### src/rtl/microwave_pkg.sv
// Shared constants and types for the microwave cook-time datapath.
// BCD digit width, digit reload limits and the timer action encoding.
package microwave_pkg;

   localparam int DIGIT_W = 4;

   typedef logic [DIGIT_W-1:0] bcd_t;

   localparam bcd_t DIGIT_MAX    = 4'd9;
   localparam bcd_t SEC_TENS_MAX = 4'd5;

   // What the timer does on a given clock edge; load and count never coexist.
   typedef enum logic [1:0] {
      ACT_NONE  = 2'd0,
      ACT_LOAD  = 2'd1,
      ACT_COUNT = 2'd2
   } timer_act_e;

   function automatic logic is_bcd_digit(input bcd_t d);
      return (d <= DIGIT_MAX);
   endfunction

endpackage

### src/rtl/countdown_timer_if.sv
// Keypad-side inputs and display-side outputs of the countdown timer.
// The timer takes the slave view; whoever drives the keypad takes the master view.
interface countdown_timer_if;
   import microwave_pkg::*;

   bcd_t D;
   logic loadn;
   logic pgt_1hz;
   logic enablen;

   bcd_t sec_ones;
   bcd_t sec_tens;
   bcd_t mins;
   logic zero;
   logic done;

   modport master (
      output D, loadn, pgt_1hz, enablen,
      input  sec_ones, sec_tens, mins, zero, done
   );

   modport slave (
      input  D, loadn, pgt_1hz, enablen,
      output sec_ones, sec_tens, mins, zero, done
   );

endinterface

### src/rtl/bcd_down_digit.sv
// One BCD digit of the cook time: parallel load, or step down with wrap to RELOAD
// when every lower digit is already zero (borrow_in).
module bcd_down_digit
   import microwave_pkg::*;
#(
   parameter bcd_t RELOAD = DIGIT_MAX
) (
   input  logic clk,
   input  logic clear,
   input  logic load,
   input  bcd_t load_val,
   input  logic dec,
   input  logic borrow_in,
   output bcd_t q,
   output logic is_zero
);

   always_ff @(posedge clk) begin
      if (clear) begin
         q <= '0;
      end else if (load) begin
         q <= load_val;
      end else if (dec && borrow_in) begin
         q <= (q == '0) ? RELOAD : (q - bcd_t'(1));
      end
   end

   assign is_zero = (q == '0);

endmodule

### src/rtl/countdown_timer.sv
// Microwave cook-time counter: keyed BCD digits shift in from the right in entry
// mode, and the m:ss value counts down once per 1 Hz tick while cooking.
module countdown_timer
   import microwave_pkg::*;
#(
   parameter bcd_t DIGIT_MAX    = microwave_pkg::DIGIT_MAX,
   parameter bcd_t SEC_TENS_MAX = microwave_pkg::SEC_TENS_MAX
) (
   input  logic              clk,
   input  logic              clear,
   countdown_timer_if.slave  tmr
);

   logic       loadn_q;
   logic       pgt_q;
   logic       load_ev;
   logic       tick_ev;
   timer_act_e act;
   logic       do_load;
   logic       do_dec;

   bcd_t       ones_q;
   bcd_t       tens_q;
   bcd_t       mins_q;
   logic       ones_zero;
   logic       tens_zero;
   logic       mins_zero;
   logic       zero;
   logic       done_q;

   // Edge detectors run in both modes so that flipping enablen cannot fake an event.
   always_ff @(posedge clk) begin
      if (clear) begin
         loadn_q <= 1'b1;
         pgt_q   <= 1'b0;
      end else begin
         loadn_q <= tmr.loadn;
         pgt_q   <= tmr.pgt_1hz;
      end
   end

   assign load_ev = !tmr.loadn && loadn_q;
   assign tick_ev = tmr.pgt_1hz && !pgt_q;

   always_comb begin
      act = ACT_NONE;
      if (tmr.enablen) begin
         if (load_ev && is_bcd_digit(tmr.D)) begin
            act = ACT_LOAD;
         end
      end else if (tick_ev && !zero) begin
         act = ACT_COUNT;
      end
   end

   assign do_load = (act == ACT_LOAD);
   assign do_dec  = (act == ACT_COUNT);

   // Loading shifts the display left: D -> ones -> tens -> mins, old mins dropped.
   bcd_down_digit #(.RELOAD(DIGIT_MAX)) u_ones (
      .clk       (clk),
      .clear     (clear),
      .load      (do_load),
      .load_val  (tmr.D),
      .dec       (do_dec),
      .borrow_in (1'b1),
      .q         (ones_q),
      .is_zero   (ones_zero)
   );

   bcd_down_digit #(.RELOAD(SEC_TENS_MAX)) u_tens (
      .clk       (clk),
      .clear     (clear),
      .load      (do_load),
      .load_val  (ones_q),
      .dec       (do_dec),
      .borrow_in (ones_zero),
      .q         (tens_q),
      .is_zero   (tens_zero)
   );

   bcd_down_digit #(.RELOAD(DIGIT_MAX)) u_mins (
      .clk       (clk),
      .clear     (clear),
      .load      (do_load),
      .load_val  (tens_q),
      .dec       (do_dec),
      .borrow_in (ones_zero && tens_zero),
      .q         (mins_q),
      .is_zero   (mins_zero)
   );

   assign zero = ones_zero && tens_zero && mins_zero;

   // A decrement lands on 0:00 only from 0:01.
   always_ff @(posedge clk) begin
      if (clear) begin
         done_q <= 1'b0;
      end else begin
         done_q <= do_dec && mins_zero && tens_zero && (ones_q == bcd_t'(1));
      end
   end

   assign tmr.sec_ones = ones_q;
   assign tmr.sec_tens = tens_q;
   assign tmr.mins     = mins_q;
   assign tmr.zero     = zero;
   assign tmr.done     = done_q;

endmodule

### src/flat_wrapper.sv
// flat-port wrapper written by rule: the top's interface ports become plain ports
module countdown_timer_flat import microwave_pkg::*;
#(
   parameter bcd_t DIGIT_MAX    = microwave_pkg::DIGIT_MAX,
   parameter bcd_t SEC_TENS_MAX = microwave_pkg::SEC_TENS_MAX
)
  (clk, clear, tmr_D, tmr_loadn, tmr_pgt_1hz, tmr_enablen, tmr_sec_ones, tmr_sec_tens, tmr_mins, tmr_zero, tmr_done);
  countdown_timer_if tmr_i ();
  input  logic clk;
  input  logic clear;
  input wire logic [$bits(tmr_i.D)-1:0] tmr_D;
  input wire logic [$bits(tmr_i.loadn)-1:0] tmr_loadn;
  input wire logic [$bits(tmr_i.pgt_1hz)-1:0] tmr_pgt_1hz;
  input wire logic [$bits(tmr_i.enablen)-1:0] tmr_enablen;
  output wire logic [$bits(tmr_i.sec_ones)-1:0] tmr_sec_ones;
  output wire logic [$bits(tmr_i.sec_tens)-1:0] tmr_sec_tens;
  output wire logic [$bits(tmr_i.mins)-1:0] tmr_mins;
  output wire logic [$bits(tmr_i.zero)-1:0] tmr_zero;
  output wire logic [$bits(tmr_i.done)-1:0] tmr_done;
  assign tmr_i.D = tmr_D;
  assign tmr_i.loadn = tmr_loadn;
  assign tmr_i.pgt_1hz = tmr_pgt_1hz;
  assign tmr_i.enablen = tmr_enablen;
  assign tmr_sec_ones = tmr_i.sec_ones;
  assign tmr_sec_tens = tmr_i.sec_tens;
  assign tmr_mins = tmr_i.mins;
  assign tmr_zero = tmr_i.zero;
  assign tmr_done = tmr_i.done;
  countdown_timer #(.DIGIT_MAX(DIGIT_MAX), .SEC_TENS_MAX(SEC_TENS_MAX)) u_core (.clk(clk), .clear(clear), .tmr(tmr_i));
endmodule
### config.mk
export PLATFORM = sky130hd
export DESIGN_NAME = countdown_timer_flat
export DESIGN_NICKNAME = d
export VERILOG_FILES = /design/src/rtl/microwave_pkg.sv /design/src/rtl/countdown_timer_if.sv /design/src/rtl/bcd_down_digit.sv /design/src/rtl/countdown_timer.sv /design/src/flat_wrapper.sv
export SDC_FILE = /design/constraint.sdc
export NUM_CORES = 1
export LEC_CHECK = 0
export BUFFER_PORTS_ARGS = -buffer_cell sky130_fd_sc_hd__buf_2
export CORE_MARGIN = 2
export CORE_UTILIZATION = 35
export DETAILED_ROUTE_END_ITERATION = 10
export PLACE_DENSITY = 0.59
export SETUP_SLACK_MARGIN = 0.3
export SYNTH_ARGS = -nofsm -noshare
export SYNTH_HDL_FRONTEND = slang
export SYNTH_HIERARCHICAL = 1
export SYNTH_SLANG_ARGS = --single-unit
### constraint.sdc
create_clock -name clk -period 2.8 [get_ports clk]
set_input_delay 0.28 -clock clk [delete_from_list [all_inputs] [get_ports clk]]
set_output_delay 0.28 -clock clk [all_outputs]
set_load 0.005 [all_outputs]
==> run_results.csv <==
group,metric,value,unit
critical_path,crit_required,3.00,ns
yosys,synth-async-reset-ratio,0,%
cts,hold_buffers,0,
outcome,status,"completed",
layout,fin_area,988.4,sq um
route,drt_pass1_iterations,4,
route,vias_per_cell,5.351,
die,dieHeight,52.32,um
yosys,synthesis.area,817.0,sq um
grt,grt_use_met1,20.91,%
grt,grt-ovfl-total,0,
critical_path,cp_top_family,"simple AND/OR/NAND/NOR gates",
sta,fin_crit_sh,76.78,%
yosys,ys_top_cells_by_count,"15 x dfxtp_1, 10 x nand2_1, 8 x inv_1",
grt,grt_use_met2,25.00,%
cts,cts_sinks,15,
yosys,netlist_instances,94,
yosys,synth_area_per_cell,8.692,sq um
yosys,synthTopCellsByArea,"dfxtp_1 37%, nand2_1 4.6%, a311oi_1 4.3%",
grt,grt_max_degree,17,
yosys,yosysSeqAreaShare,36.75,%
yosys,synth_top_flop_cell,"dfxtp_1",
die,pin_count,23,
layout,syn2layout_area_growth,20.98,%
cts,cts_max_level,1,
layout,layout.nets,130,
sta,finalHoldViolCount,0,
cts,cts_setup_buffers,0,
route,vias,792,
power_and_ir_drop,power-per-cell-area,506.1,mW/mm^2
critical_path,endpoint_kind,"flip-flop",
sta,worst_slew_pin_slew,0.6773,ns
route,drc,0,
placement,dpl.hpwl,1.391,mm
route,wl_per_cell,12.69,um
sta,worst_hold_slack,0.1865,ns
cts,tritoncts,"built",
sta,max_freq,465.2,MHz
grt,gr-usage-all-layers,16.25,%
flow_run,cap_violations,0,
route,drt-initial-drc-count,17,
cts,clk_latency,0.28,ns
yosys,synth-edff-count,0,
die,rows,17,
route,ant_nets,0,
die,dieWidth,52.32,um
critical_path,critical_path_class,"reg2reg",
cts,cts_made_buffers,3,
cts,clk_pin_slew_worst_paths,0.09,ns
yosys,synth_top_area_share,36.75,%
die,initial_utilization,36.93,%
critical_path,arrival,2.35,ns
critical_path,worstSetupStartpointType,"flip-flop",
power_and_ir_drop,p_leak,0.0003875,uW
critical_path,cpPeakStageDelay,0.62,ns
yosys,post-synth-top-count-cell,"dfxtp_1",
placement,placement.cell_area,962.2,sq um
cts,cts_buffer_depth,2,
yosys,yosysUniqueCellTypes,35,
cts,cts_root_buf,"clkbuf_4",
sta,clock_skew,0.001921,ns
sta,rsz0062_at_grt,"false",
sta,drv_slew,0,
die,core_area,0.002212,sq mm
route,routed_wl,1.878,mm
sta,setup_viol,0,
grt,antenna_found_initial,0,
critical_path,cpMaxStageDelayCell,"nor4_1",
die,die-area,0.002737,sq mm
critical_path,cp_cell_sequence,"nor4_1 -> and3_4 -> nor4b_4 -> and4bb_4 -> a21o_1 -> a311oi_2",
grt,grt_pass1_vias,750,
sta,post-route-min-period,2.150,ns
yosys,yosys.area.top_type,"dfxtp_1",
min_path,hold_path_class,"in2reg",
cts,post_cts_resized,0,
critical_path,cp_num_buf_inv,0,
sta,slew_headroom,54.43,%
layout,final_layout_size_suffix_gt1_share,27.50,%
grt,top_usage_layer,"met2",
yosys,ys_warn_count,6,
placement,portBuffers,22,
grt,met3_usage,3.429,%
critical_path,critPathMaxFanout,10,
yosys,ys_ff_latch,15,
sta,final.setup.tns,0,ns
grt,grt_pass1_wl,3.305,mm
layout,n_antenna_cell,0,
power_and_ir_drop,max-vdd-ir-drop,0.1854,mV
placement,place.gp.congestion,0.7012,
[report_power, final]
| part | leakage [uW] | switching, uW | internal, uW | total (uW) |
|---|---|---|---|---|
| clock | 0.0000150 | 70.7 | 55.4 | 126 |
| combinational | 0.000250 | 61.8 | 61.7 | 124 |
| sequential | 0.000123 | 22.3 | 228 | 251 |
| total | 0.000387 | 155 | 345 | 500 |
[kinds of logic after synthesis]
logic type             share of synthesized area (%)
AO/OA/AOI/OAI                                  23.43
XOR/XNOR                                       1.072
other                                         0.4590
buffers and inverters                          4.595
flip-flops                                     36.75
AND/OR/NAND/NOR                                33.69
[worst reg2reg max path, cell delays in order (launching register included)]
cell	delay, ns
dfxtp_1	0.37
nor4_1	0.63
and3_4	0.33
nor4b_4	0.08
and4bb_4	0.23
a21o_1	0.19
a311oi_2	0.25
[metal layers]
layer	wire length, um	share of wire (%)	vias up
li1	-	-	405
met1	935	50	364
met2	814	43	19
met3	94	5.0	4
met4	34	1.8	0
met5	0	0	-
[path summary, 6_finish.rpt]
check | cells past startpoint | start | end | slack (ns)
min reg2reg | 2 | u_core/u_mins/q[1] | u_core/u_mins/q[1] | 0.53
max | 6 | u_core/u_ones/q[0] | u_core/u_mins/q[3] | 0.65
min | 2 | tmr_loadn | u_core/loadn_q | 0.19
max reg2reg | 6 | u_core/u_ones/q[0] | u_core/u_mins/q[3] | 0.65
[sequential cells by signal, indices dropped and copies added, names as in the netlist]
signal and flops:
u_core/u_mins/q 4, u_core/u_ones/q 4, u_core/u_tens/q 4, u_core/loadn_q 1, u_core/pgt_q 1, u_core/tmr.done 1
[layout make-up]
class / instances / area (sq um)
fill: 244 / 1224
multi-input combinational: 71 / 486.7
sequential: 15 / 300.3
timing repair buffer: 22 / 110.1
tap: 28 / 35.03
inverter: 8 / 30.03
clock buffer: 4 / 26.28
[cell usage in the layout (no fill, tap or decap), drive strengths merged, types with 2 or more instances in the layout]
cell type,Yosys,final
conb,1,3
a21o,2,2
nand2,10,10
nor2b,2,2
and4bb,2,2
a311oi,6,6
o31a,2,2
buf,0,22
nand2b,2,2
inv,8,8
clkbuf,2,4
o211ai,2,2
nand3,6,6
and3,2,2
nand3b,2,2
a21oi,4,4
nor4b,2,2
dfxtp,15,15
nor4,4,4
a31oi,2,2
nor2,6,6
[through the flow]
step                      total power [uW]  std cells  utilization, %  worst slack [ns]
after floorplan                      335.7         96               -            0.7905
after global placement               377.0        144           43.50            0.6981
after detailed placement             379.0        144           43.50            0.6815
after CTS                            505.8        148           44.68            0.6418
after global routing                 536.3        148           44.68            0.4272
final                                500.2        148           44.68            0.6503
(Power assumes the default switching activity.)
